==> config.mk <==
export PLATFORM = sky130hd
export DESIGN_NAME = password_entry
export DESIGN_NICKNAME = d
export VERILOG_FILES = /design/src/rtl/password_entry.sv
export SDC_FILE = /design/constraint.sdc
export NUM_CORES = 1
export LEC_CHECK = 0
export BUFFER_PORTS_ARGS = -buffer_cell sky130_fd_sc_hd__buf_2
export CAP_MARGIN = 40
export CORE_MARGIN = 3
export CORE_UTILIZATION = 60
export CTS_BUF_LIST = sky130_fd_sc_hd__clkbuf_4 sky130_fd_sc_hd__clkbuf_8 sky130_fd_sc_hd__clkbuf_16
export DETAILED_ROUTE_END_ITERATION = 6
export GPL_TIMING_DRIVEN = 0
export PLACE_DENSITY = 0.85
export SLEW_MARGIN = 40
export SYNTH_ARGS = -nofsm -noshare
export SYNTH_HDL_FRONTEND = slang
export SYNTH_SLANG_ARGS = --single-unit
==> constraint.sdc <==
create_clock -name clk -period 4.25 [get_ports clk]
set_input_delay 0.2125 -clock clk [delete_from_list [all_inputs] [get_ports clk]]
set_output_delay 0.2125 -clock clk [all_outputs]
set_load 0.005 [all_outputs]
==> src/rtl/password_entry.sv <==
// -----------------------------------------------------------------------------
// password_entry
//   Keypad password checker. BCD digits are collected into a four-digit buffer.
//   On key_enter the buffer is compared with CODE: a match gives a one-cycle pw
//   pulse, anything else gives a one-cycle pw_bad pulse and bumps the
//   consecutive-failure count. Reaching MAX_FAILS consecutive failures blocks
//   all entry for LOCK_CYCLES cycles. Pending digits are dropped after
//   TIMEOUT_CYCLES cycles without any key strobe.
//
// Ports
//   clk        in   system clock, all state changes on the rising edge
//   rst        in   asynchronous, active-high reset
//   key_valid  in   one-cycle strobe, key_digit is valid
//   key_digit  in   [3:0] BCD digit (10..15 are ignored)
//   key_enter  in   one-cycle strobe, submit the entry
//   key_clear  in   one-cycle strobe, discard pending digits
//   pw         out  one-cycle pulse, correct password
//   pw_bad     out  one-cycle pulse, wrong password
//   lockout    out  high while entry is blocked
//   digit_cnt  out  [2:0] number of buffered digits, 0..4
//   fail_cnt   out  [2:0] consecutive wrong entries
// -----------------------------------------------------------------------------
module password_entry #(
  parameter logic [15:0] CODE           = 16'h1234,
  parameter int          MAX_FAILS      = 3,
  parameter int          LOCK_CYCLES    = 1000,
  parameter int          TIMEOUT_CYCLES = 5000
) (
  input  logic       clk,
  input  logic       rst,
  input  logic       key_valid,
  input  logic [3:0] key_digit,
  input  logic       key_enter,
  input  logic       key_clear,
  output logic       pw,
  output logic       pw_bad,
  output logic       lockout,
  output logic [2:0] digit_cnt,
  output logic [2:0] fail_cnt
);

  // Both counters only ever hold 0..N-1, so $clog2(N) bits are enough.
  localparam int LOCK_W = (LOCK_CYCLES > 1) ? $clog2(LOCK_CYCLES) : 1;
  localparam int TMO_W  = (TIMEOUT_CYCLES > 1) ? $clog2(TIMEOUT_CYCLES) : 1;

  localparam logic [LOCK_W-1:0] LOCK_LOAD = LOCK_W'(LOCK_CYCLES - 1);
  localparam logic [TMO_W-1:0]  TMO_LAST  = TMO_W'(TIMEOUT_CYCLES - 1);
  localparam logic [2:0]        MAX_F     = 3'(MAX_FAILS);

  typedef enum logic [1:0] {
    IDLE    = 2'd0,
    COLLECT = 2'd1,
    LOCK    = 2'd2
  } state_t;

  state_t             state_q, state_d;
  logic [15:0]        buf_q,   buf_d;
  logic [2:0]         cnt_q,   cnt_d;
  logic [2:0]         fail_q,  fail_d;
  logic [LOCK_W-1:0]  lock_q,  lock_d;
  logic [TMO_W-1:0]   tmo_q,   tmo_d;
  logic               pw_q,    pw_d;
  logic               bad_q,   bad_d;
  logic [2:0]         fail_inc;

  assign fail_inc = fail_q + 3'd1;

  always_comb begin
    state_d = state_q;
    buf_d   = buf_q;
    cnt_d   = cnt_q;
    fail_d  = fail_q;
    lock_d  = lock_q;
    tmo_d   = tmo_q;
    pw_d    = 1'b0;
    bad_d   = 1'b0;

    case (state_q)
      LOCK: begin
        // Strobes are ignored; lock_q counts down from LOCK_CYCLES-1 so the
        // state stays in LOCK for exactly LOCK_CYCLES cycles.
        if (lock_q == '0) begin
          state_d = IDLE;
          fail_d  = 3'd0;
        end else begin
          lock_d = lock_q - 1'b1;
        end
      end

      default: begin
        if (key_clear) begin
          buf_d   = 16'h0000;
          cnt_d   = 3'd0;
          tmo_d   = '0;
          state_d = IDLE;
        end else if (key_enter) begin
          buf_d = 16'h0000;
          cnt_d = 3'd0;
          tmo_d = '0;
          if (cnt_q == 3'd4 && buf_q == CODE) begin
            pw_d    = 1'b1;
            fail_d  = 3'd0;
            state_d = IDLE;
          end else begin
            bad_d  = 1'b1;
            fail_d = fail_inc;
            if (fail_inc == MAX_F) begin
              state_d = LOCK;
              lock_d  = LOCK_LOAD;
            end else begin
              state_d = IDLE;
            end
          end
        end else if (key_valid) begin
          // Any key_valid strobe counts as activity, even an ignored digit.
          tmo_d = '0;
          if (key_digit <= 4'd9 && cnt_q < 3'd4) begin
            buf_d   = {buf_q[11:0], key_digit};
            cnt_d   = cnt_q + 3'd1;
            state_d = COLLECT;
          end
        end else if (state_q == COLLECT) begin
          if (tmo_q == TMO_LAST) begin
            buf_d   = 16'h0000;
            cnt_d   = 3'd0;
            tmo_d   = '0;
            state_d = IDLE;
          end else begin
            tmo_d = tmo_q + 1'b1;
          end
        end
      end
    endcase
  end

  always_ff @(posedge clk or posedge rst) begin
    if (rst) begin
      state_q <= IDLE;
      buf_q   <= 16'h0000;
      cnt_q   <= 3'd0;
      fail_q  <= 3'd0;
      lock_q  <= '0;
      tmo_q   <= '0;
      pw_q    <= 1'b0;
      bad_q   <= 1'b0;
    end else begin
      state_q <= state_d;
      buf_q   <= buf_d;
      cnt_q   <= cnt_d;
      fail_q  <= fail_d;
      lock_q  <= lock_d;
      tmo_q   <= tmo_d;
      pw_q    <= pw_d;
      bad_q   <= bad_d;
    end
  end

  assign pw        = pw_q;
  assign pw_bad    = bad_q;
  assign lockout   = (state_q == LOCK);
  assign digit_cnt = cnt_q;
  assign fail_cnt  = fail_q;

endmodule

==> results of run 1 <==
-- cells by family after synthesis --
logic type | count (synthesis) | share of synthesized area, %
AND/OR/NAND/NOR | 89 | 21.1
flip-flops | 49 | 49.4
adder cells (fa/ha/maj) | 6 | 3.02
multiplexers | 1 | 0.403
AO/OA/AOI/OAI | 59 | 17.1
XOR/XNOR | 12 | 4.23
buffers and inverters | 25 | 4.74
-- state kept, by name (all words and copies together) (netlist names) --
| signal | flops |
|---|---|
| buf_q | 16 |
| tmo_q | 13 |
| lock_q | 10 |
| digit_cnt | 3 |
| fail_cnt | 3 |
| state_q | 2 |
| pw | 1 |
| pw_bad | 1 |
-- layer usage --
| metal | up-vias | global-route usage (%) | share of wire (%) |
|---|---|---|---|
| met5 | - | 0 | 0 |
| met4 | 0 | 5.53 | 0.36 |
| met3 | 2 | 4.75 | 4.0 |
| met2 | 37 | 29.8 | 45 |
| met1 | 916 | 30.4 | 51 |
| li1 | 928 | - | - |
-- what timing repair did --
item                                    CTS  global route
hold buffers                              1             0
setup buffers                             0             0
endpoints found under the setup margin    0             0
hold endpoints to repair                 15             0
-- how the worst max path moves through the flow --
stage	from	endpoint	slack, ns	cells past startpoint
after floorplan	lock_q[1]	lock_q[3]	2.28	8
after global placement	lock_q[1]	lock_q[3]	2.18	8
after detailed placement	lock_q[1]	lock_q[3]	2.14	8
after CTS	lock_q[1]	lock_q[3]	2.12	8
after global routing	digit_cnt[0]	fail_cnt[2]	1.93	7
final	lock_q[1]	lock_q[3]	2.13	8
-- through the flow --
stage / instance area, µm² / hold WS (ns) / cells
2_1_floorplan: 2480 / 0.345 / 241
3_5_place_dp: 2650 / 0.159 / 307
6_report: 2780 / 0.130 / 316
4_1_cts: 2780 / 0.120 / 316
3_3_place_gp: 2630 / 0.435 / 306
5_1_grt: 2780 / 0.124 / 316
-- layout by cell type, fill, tap and decap left out, types with 3 or more instances in the layout --
cell type / netlist / routed
a21o_1: 3 / 3
a21oi_1: 5 / 5
a22o_1: 17 / 17
a31oi_1: 5 / 5
buf_2: 4 / 21
clkbuf_1: 4 / 4
clkbuf_8: 0 / 5
dfrtp_1: 49 / 49
ha_1: 6 / 6
inv_1: 14 / 13
nand2_1: 19 / 19
nand3_1: 5 / 5
nand4_1: 6 / 6
nor2_1: 22 / 22
nor3_1: 8 / 8
nor4_1: 4 / 4
nor4b_1: 3 / 3
o21ai_0: 10 / 10
o22ai_1: 3 / 3
xor2_1: 11 / 11
-- final cells by class --
class	count	area (µm²)	share of cell area [%]
flip-flops and latches	49	1230	44.2
repair buffers	19	115	4.15
well taps	48	60.1	2.16
inverters	14	55.1	1.98
clock buffers	6	76.3	2.75
plain buffers	11	65.1	2.34
clock inverters	2	38.8	1.40
multi-input cells	167	1140	41.1
-- worst max-delay path, cell delays in order, from the launching register on --
cell	delay, ns
dfrtp_1	0.45
inv_1	0.10
ha_1	0.22
or4b_1	0.18
buf_6	0.14
nor3_4	0.05
or4_1	0.43
and3_2	0.23
a211o_1	0.21
-- power groups by stage --
stage	Combinational [µW]	Sequential [µW]	Clock (µW)
2_1_floorplan	276	582	0
3_3_place_gp	362	592	0
3_5_place_dp	375	597	0
4_1_cts	377	588	345
5_1_grt	422	599	364
6_report	373	588	336
==> summary.md, run 1 <==
| Metric | Value |
|---|---|
| Fin crit share | `50.0%` |
| Critical Path RT | `roughly 4.5 ns` |
| Setup violators final | `0` |
| Max-slew violations | `0` |
| Crit path kind | `reg2reg` |
| Slew @ Worst Pin | `approximately 0.6 ns` |
| Number of diodes | `0` |
| Tot Pwr | `about 1300 µW` |
| Maximum VDD drop | `about 0.24 mV` |
| CTS resizes | `0` |
| RSZ-0062 raised after global routing | `false` |
| Gpl congestion | `around 0.8` |
| H-tree Lvls | `2` |
| Number of synthesized flops with an enable pin | `0` |
| Vias per cell | `between 5 and 6` |
| Filler cells | `275` |
| Switch Pwr | `around 440 µW` |
| R2R cell count | `8` |
| Cell-internal power | `853 µW` |
| Max Cap Viol | `0` |
| Synth Cell Area | `between 2000 and 2500 µm²` |
| Achievable Freq | `about 0.47 GHz` |
| Count leader, synth | `dfrtp_1` |
| Drt pass-1 iters | `4` |
| Final worst slack | `approximately 2.1 ns` |
| Core area | `roughly 3800 µm²` |
| Root buffer cell | `clkbuf_8` |
| HPWL Detailed | `3.43 mm` |
| Main synth FF type | `dfrtp_1` |
| FF-to-FF Start | `lock_q[1]` |
| Count of final hold-check violations | `0` |
| HP Start | `key_digit[0]` |
| Share of cells above drive strength 1 | `17.2%` |
| Clock Path Buffers | `2` |
| Register bit total from synthesis | `between 40 and 50` |
| Skew final | `around 0.0074 ns` |
| Arrival time worst endpoint | `between 2 and 2.5 ns` |
| Worst r2r dst | `lock_q[3]` |
| Clock sinks | `49` |
| CP Max Fanout | `8` |
| Status | `finished, final reports clean` |
| Chip height | `70.3 µm` |
| Yosys warnings | `0` |
| LEAKAGE | `0.00128 µW` |
| Worst skew pair latency | `0.30 ns` |
| Combinational share of power | `28.7%` |
| PortBufs | `17` |
| DR vias | `~1,900` |
| Worst hold path type | `in2reg` |
| Syn nets | `between 200 and 300` |
| Reg2Reg Setup Slack | `approximately 2.1 ns` |
| Setup tns final | `0 ns` |
| Pin count of the biggest net entering global routing | `35` |
| Antenna viol nets, final | `0` |
| Sequential area share after synthesis | `49.4%` |
| Yosys top cell by area | `dfrtp_1` |
| Setup crit end kind | `register` |
| Max-slew headroom | `about three fifths` |
| Final wirelength | `around 4.7 mm` |
| DRC errors left | `0` |
| NumNets Final | `282` |
| Initial Util | `between 60% and 70%` |
| Reg clk slew, reported paths | `approximately 0.09 ns` |
| Syn Area/Cell | `10.3 µm²` |
| Rows | `22` |
| Die Span X | `around 70 µm` |
| Vias in the first global route | `between 1,500 and 2,000` |
| Clock power share | `25.9%` |
| Ranking of synthesized cells by area | `dfrtp_1 (49%), a22o_1 (6.0%), xor2_1 (3.9%), nor2_1 (3.3%), ha_1 (3.0%)` |
| Overflow after GRT | `0` |
| Initial antenna violation count | `0` |
| Die Area | `between 4000 and 5000 µm²` |
| Gr usage total | `approximately a fifth` |
| Setup WS pre-CTS | `between 2 and 2.5 ns` |
| Net Sw Frac | `~34%` |
| CTS tree | `built` |
| Startpoint types | `register` |
| Total CTS buffers | `5` |
| Share of Yosys cell area claimed by the top area cell type | `about 49%` |
| Wirelength per Cell | `14.9 µm` |
| Hold path endpoint | `buf_q[0]` |
| Synth cell types | `55` |
| Hold depth | `2` |
| Fin crit period | `2.12 ns` |
| Commonest cells post-synth | `dfrtp_1 (49), nor2_1 (22), nand2_1 (19), a22o_1 (17), inv_1 (14)` |
| Final Core Density | `around 73%` |
| Area grow syn2layout | `11.8%` |
| Seq pwr share | `a little under half` |
| Cells after Synth | `around 240` |
| # IOs | `18` |
| P per Cell Area | `467 nW/µm²` |
| First-pass GRT wire length | `between 8 and 9 mm` |
| Iteration-0 DRC Markers | `161` |
| Async SR Flop Fraction | `100%` |
Note: power is estimated with default switching activity, not from simulation.
==> inputs of run 2 (changes only) <==
--- a/config.mk
+++ b/config.mk
@@ -8,11 +8,11 @@
 export BUFFER_PORTS_ARGS = -buffer_cell sky130_fd_sc_hd__buf_2
 export CAP_MARGIN = 40
 export CORE_MARGIN = 3
-export CORE_UTILIZATION = 60
+export CORE_UTILIZATION = 59
 export CTS_BUF_LIST = sky130_fd_sc_hd__clkbuf_4 sky130_fd_sc_hd__clkbuf_8 sky130_fd_sc_hd__clkbuf_16
 export DETAILED_ROUTE_END_ITERATION = 6
 export GPL_TIMING_DRIVEN = 0
-export PLACE_DENSITY = 0.85
+export PLACE_DENSITY = 0.84
 export SLEW_MARGIN = 40
 export SYNTH_ARGS = -nofsm -noshare
 export SYNTH_HDL_FRONTEND = slang
==> constraint.sdc (replaced) <==
create_clock -name clk -period 2.06 [get_ports clk]
set_input_delay 0.103 -clock clk [delete_from_list [all_inputs] [get_ports clk]]
set_output_delay 0.103 -clock clk [all_outputs]
set_load 0.005 [all_outputs]
==> summary.md, run 2 (same netlist as run 1, synthesis figures left out) <==
| Metric | Value |
|---|---|
| # IOs | `18 (unchanged)` |
| DP Area | `2650 µm² (unchanged)` |
| Vias per cell | `6.13 (+2.9%)` |
| Crit path max-delay family | `simple AND/OR/NAND/NOR gates` |
| Hold depth | `2 (unchanged)` |
| H-tree Lvls | `2 (unchanged)` |
| Bufs and invs on worst path | `1 (-1)` |
| Startpoint types | `register` |
| Clock sinks | `49 (unchanged)` |
| Reg clk slew, reported paths | `0.09 ns (about the same)` |
| Fin crit period | `1.98 ns (-0.142 ns)` |
| CP Max Fanout | `7 (-1)` |
| Total CTS buffers | `5 (unchanged)` |
| Worst hold path type | `in2reg` |
| HPWL Detailed | `3.55 mm (+3.4%)` |
| Core area | `3850 µm² (+0.72%)` |
| Chip height | `70.9 µm (+0.78%)` |
| Achievable Freq | `0.504 GHz (+7.2%)` |
| CP peak stage delay | `0.53 ns (+0.08 ns)` |
| Number of diodes | `0 (unchanged)` |
| Slew @ Worst Pin | `0.564 ns (-0.0364 ns)` |
| Crit path kind | `reg2reg` |
| Skew final | `0.00599 ns (-0.00146 ns)` |
| Rows | `22 (unchanged)` |
| Hold path endpoint | `buf_q[0]` |
| P per Cell Area | `996 nW/µm² (+110%)` |
| Critical Path RT | `2.25 ns (-2.20 ns)` |
| Clock Path Buffers | `2 (unchanged)` |
| Setup WS pre-CTS | `-0.0453 ns (-2.18 ns)` |
| Status | `finished, final reports clean` |
| Gr usage total | `22.0% (+1.6 points)` |
| Final wirelength | `5.20 mm (+10%)` |
| Vias in the first global route | `1,910 (+8.0%)` |
| Gpl congestion | `0.851 (+5.4%)` |
| FF-to-FF Start | `lock_q[1]` |
| Commonest non-fill, non-tap cell in the layout | `dfrtp_1` |
| Crit-path slowest cell | `or4b_4` |
| DRC errors left | `0 (unchanged)` |
| R2R cell count | `7 (-1)` |
| Setup tns final | `0 ns (unchanged)` |
| Max reg flops | `16 (unchanged)` |
| Max-slew violations | `0 (unchanged)` |
| CTS tree | `built` |
| Share of cells above drive strength 1 | `22.2% (+5.1 points)` |
| Root buffer cell | `clkbuf_8` |
| Max Cap Viol | `0 (unchanged)` |
| Crit-path cells | `inv_4 > ha_4 > or4b_4 > nor3_4 > or4_4 > nor3_1 > a211o_1` |
| Initial antenna violation count | `0 (unchanged)` |
| Drt pass-1 iters | `4 (unchanged)` |
| Final worst slack | `0.0774 ns (-2.05 ns)` |
| Max-slew headroom | `62.1% (+2.5 points)` |
| Cell area after layout | `2840 µm² (+2.3%)` |
| Initial Util | `64.4% (-0.46 points)` |
| Reg2Reg Setup Slack | `0.08 ns (-2.05 ns)` |
| Iteration-0 DRC Markers | `138 (-14%)` |
| Worst r2r dst | `lock_q[3]` |
| Arrival time worst endpoint | `2.18 ns (-0.14 ns)` |
| Biggest register | `buf_q` |
| HP Start | `key_digit[0]` |
| Tot Pwr | `2830 µW (+120%)` |
| Die Span X | `70.9 µm (+0.78%)` |
| Setup crit end kind | `register` |
| NumNets Final | `284 (+0.71%)` |
| Count of final hold-check violations | `0 (unchanged)` |
| Largest registers | `buf_q: 16 flops, tmo_q: 13 flops, lock_q: 10 flops` |
| LEAKAGE | `0.00129 µW (+1.1%)` |
| Most frequent cells in the layout | `dfrtp_1 (47), nor2_1 (22), buf_2 (20)` |
| Pin count of the biggest net entering global routing | `39 (+11%)` |
| First-pass GRT wire length | `8.90 mm (+8.2%)` |
| Die Area | `5020 µm² (+1.6%)` |
| Area grow syn2layout | `14.4%` |
| Fin crit share | `96.2% (+46 points)` |
| Hold Worst Slack | `0.0130 ns (-0.117 ns)` |
| Wirelength per Cell | `16.3 µm (+9.4%)` |
| Worst skew pair latency | `0.30 ns (about the same)` |
| PortBufs | `17 (unchanged)` |
| DR vias | `1,949 (+3.5%)` |
| Maximum VDD drop | `0.564 mV (+140%)` |
| Setup violators final | `0 (unchanged)` |
| Antenna viol nets, final | `0 (unchanged)` |
| Overflow after GRT | `0 (unchanged)` |
==> run 2: worst max-delay path by stage <==
| stage | cells past startpoint | start | slack, ns | end |
|---|---|---|---|---|
| detailed placement | 7 | lock_q[1] | -0.05 | lock_q[7] |
| CTS | 6 | buf_q[6] | 0.01 | lock_q[2] |
| floorplan | 8 | lock_q[1] | 0.09 | lock_q[3] |
| global placement | 8 | lock_q[1] | -0.006 | lock_q[3] |
| global route | 7 | digit_cnt[0] | -0.01 | fail_cnt[2] |
| finish | 7 | lock_q[1] | 0.08 | lock_q[3] |
==> run 2: final cells by class <==
cell class                 instances  area [µm²]
buffer                             9        52.6
clock buffer                       7        90.1
clock inverter                     1        30.0
sequential                        49        1230
tap                               48        60.1
timing repair buffer              23         145
multi-input combinational        167        1170
fill                             277        1010
inverter                          14        57.6
==> run 2: what timing repair did <==
| action | CTS | global route |
|---|---|---|
| pin swaps | 1 | 2 |
| hold buffers | 1 | 0 |
| setup buffers | 1 | 3 |
| resized for setup | 3 | 12 |
| setup endpoints to repair | 5 | 22 |
| hold endpoints to repair | 49 | 0 |
==> run 2: per-stage QoR <==
| stage | cells | util, % |
|---|---|---|
| after floorplan | 241 | - |
| after CTS | 317 | 72.4 |
| after detailed placement | 307 | 68.8 |
| final | 318 | 73.7 |
| after global placement | 306 | 68.2 |
| after global routing | 318 | 73.7 |
==> run 2: layer usage <==
metal  track usage, %  vias to the layer above  part of all wire [%]
met3             4.97                        7                   3.8
met4             7.31                        0                   1.5
met2             36.0                       39                    52
li1                 -                      929                     -
met5                0                        -                     0
met1             29.1                      974                    43
==> run 2: report_power, final <==
| part | switching (µW) | internal, µW |
|---|---|---|
| Combinational | 539 | 374 |
| Clock | 301 | 409 |
| Sequential | 127 | 1080 |
| Total | 967 | 1860 |
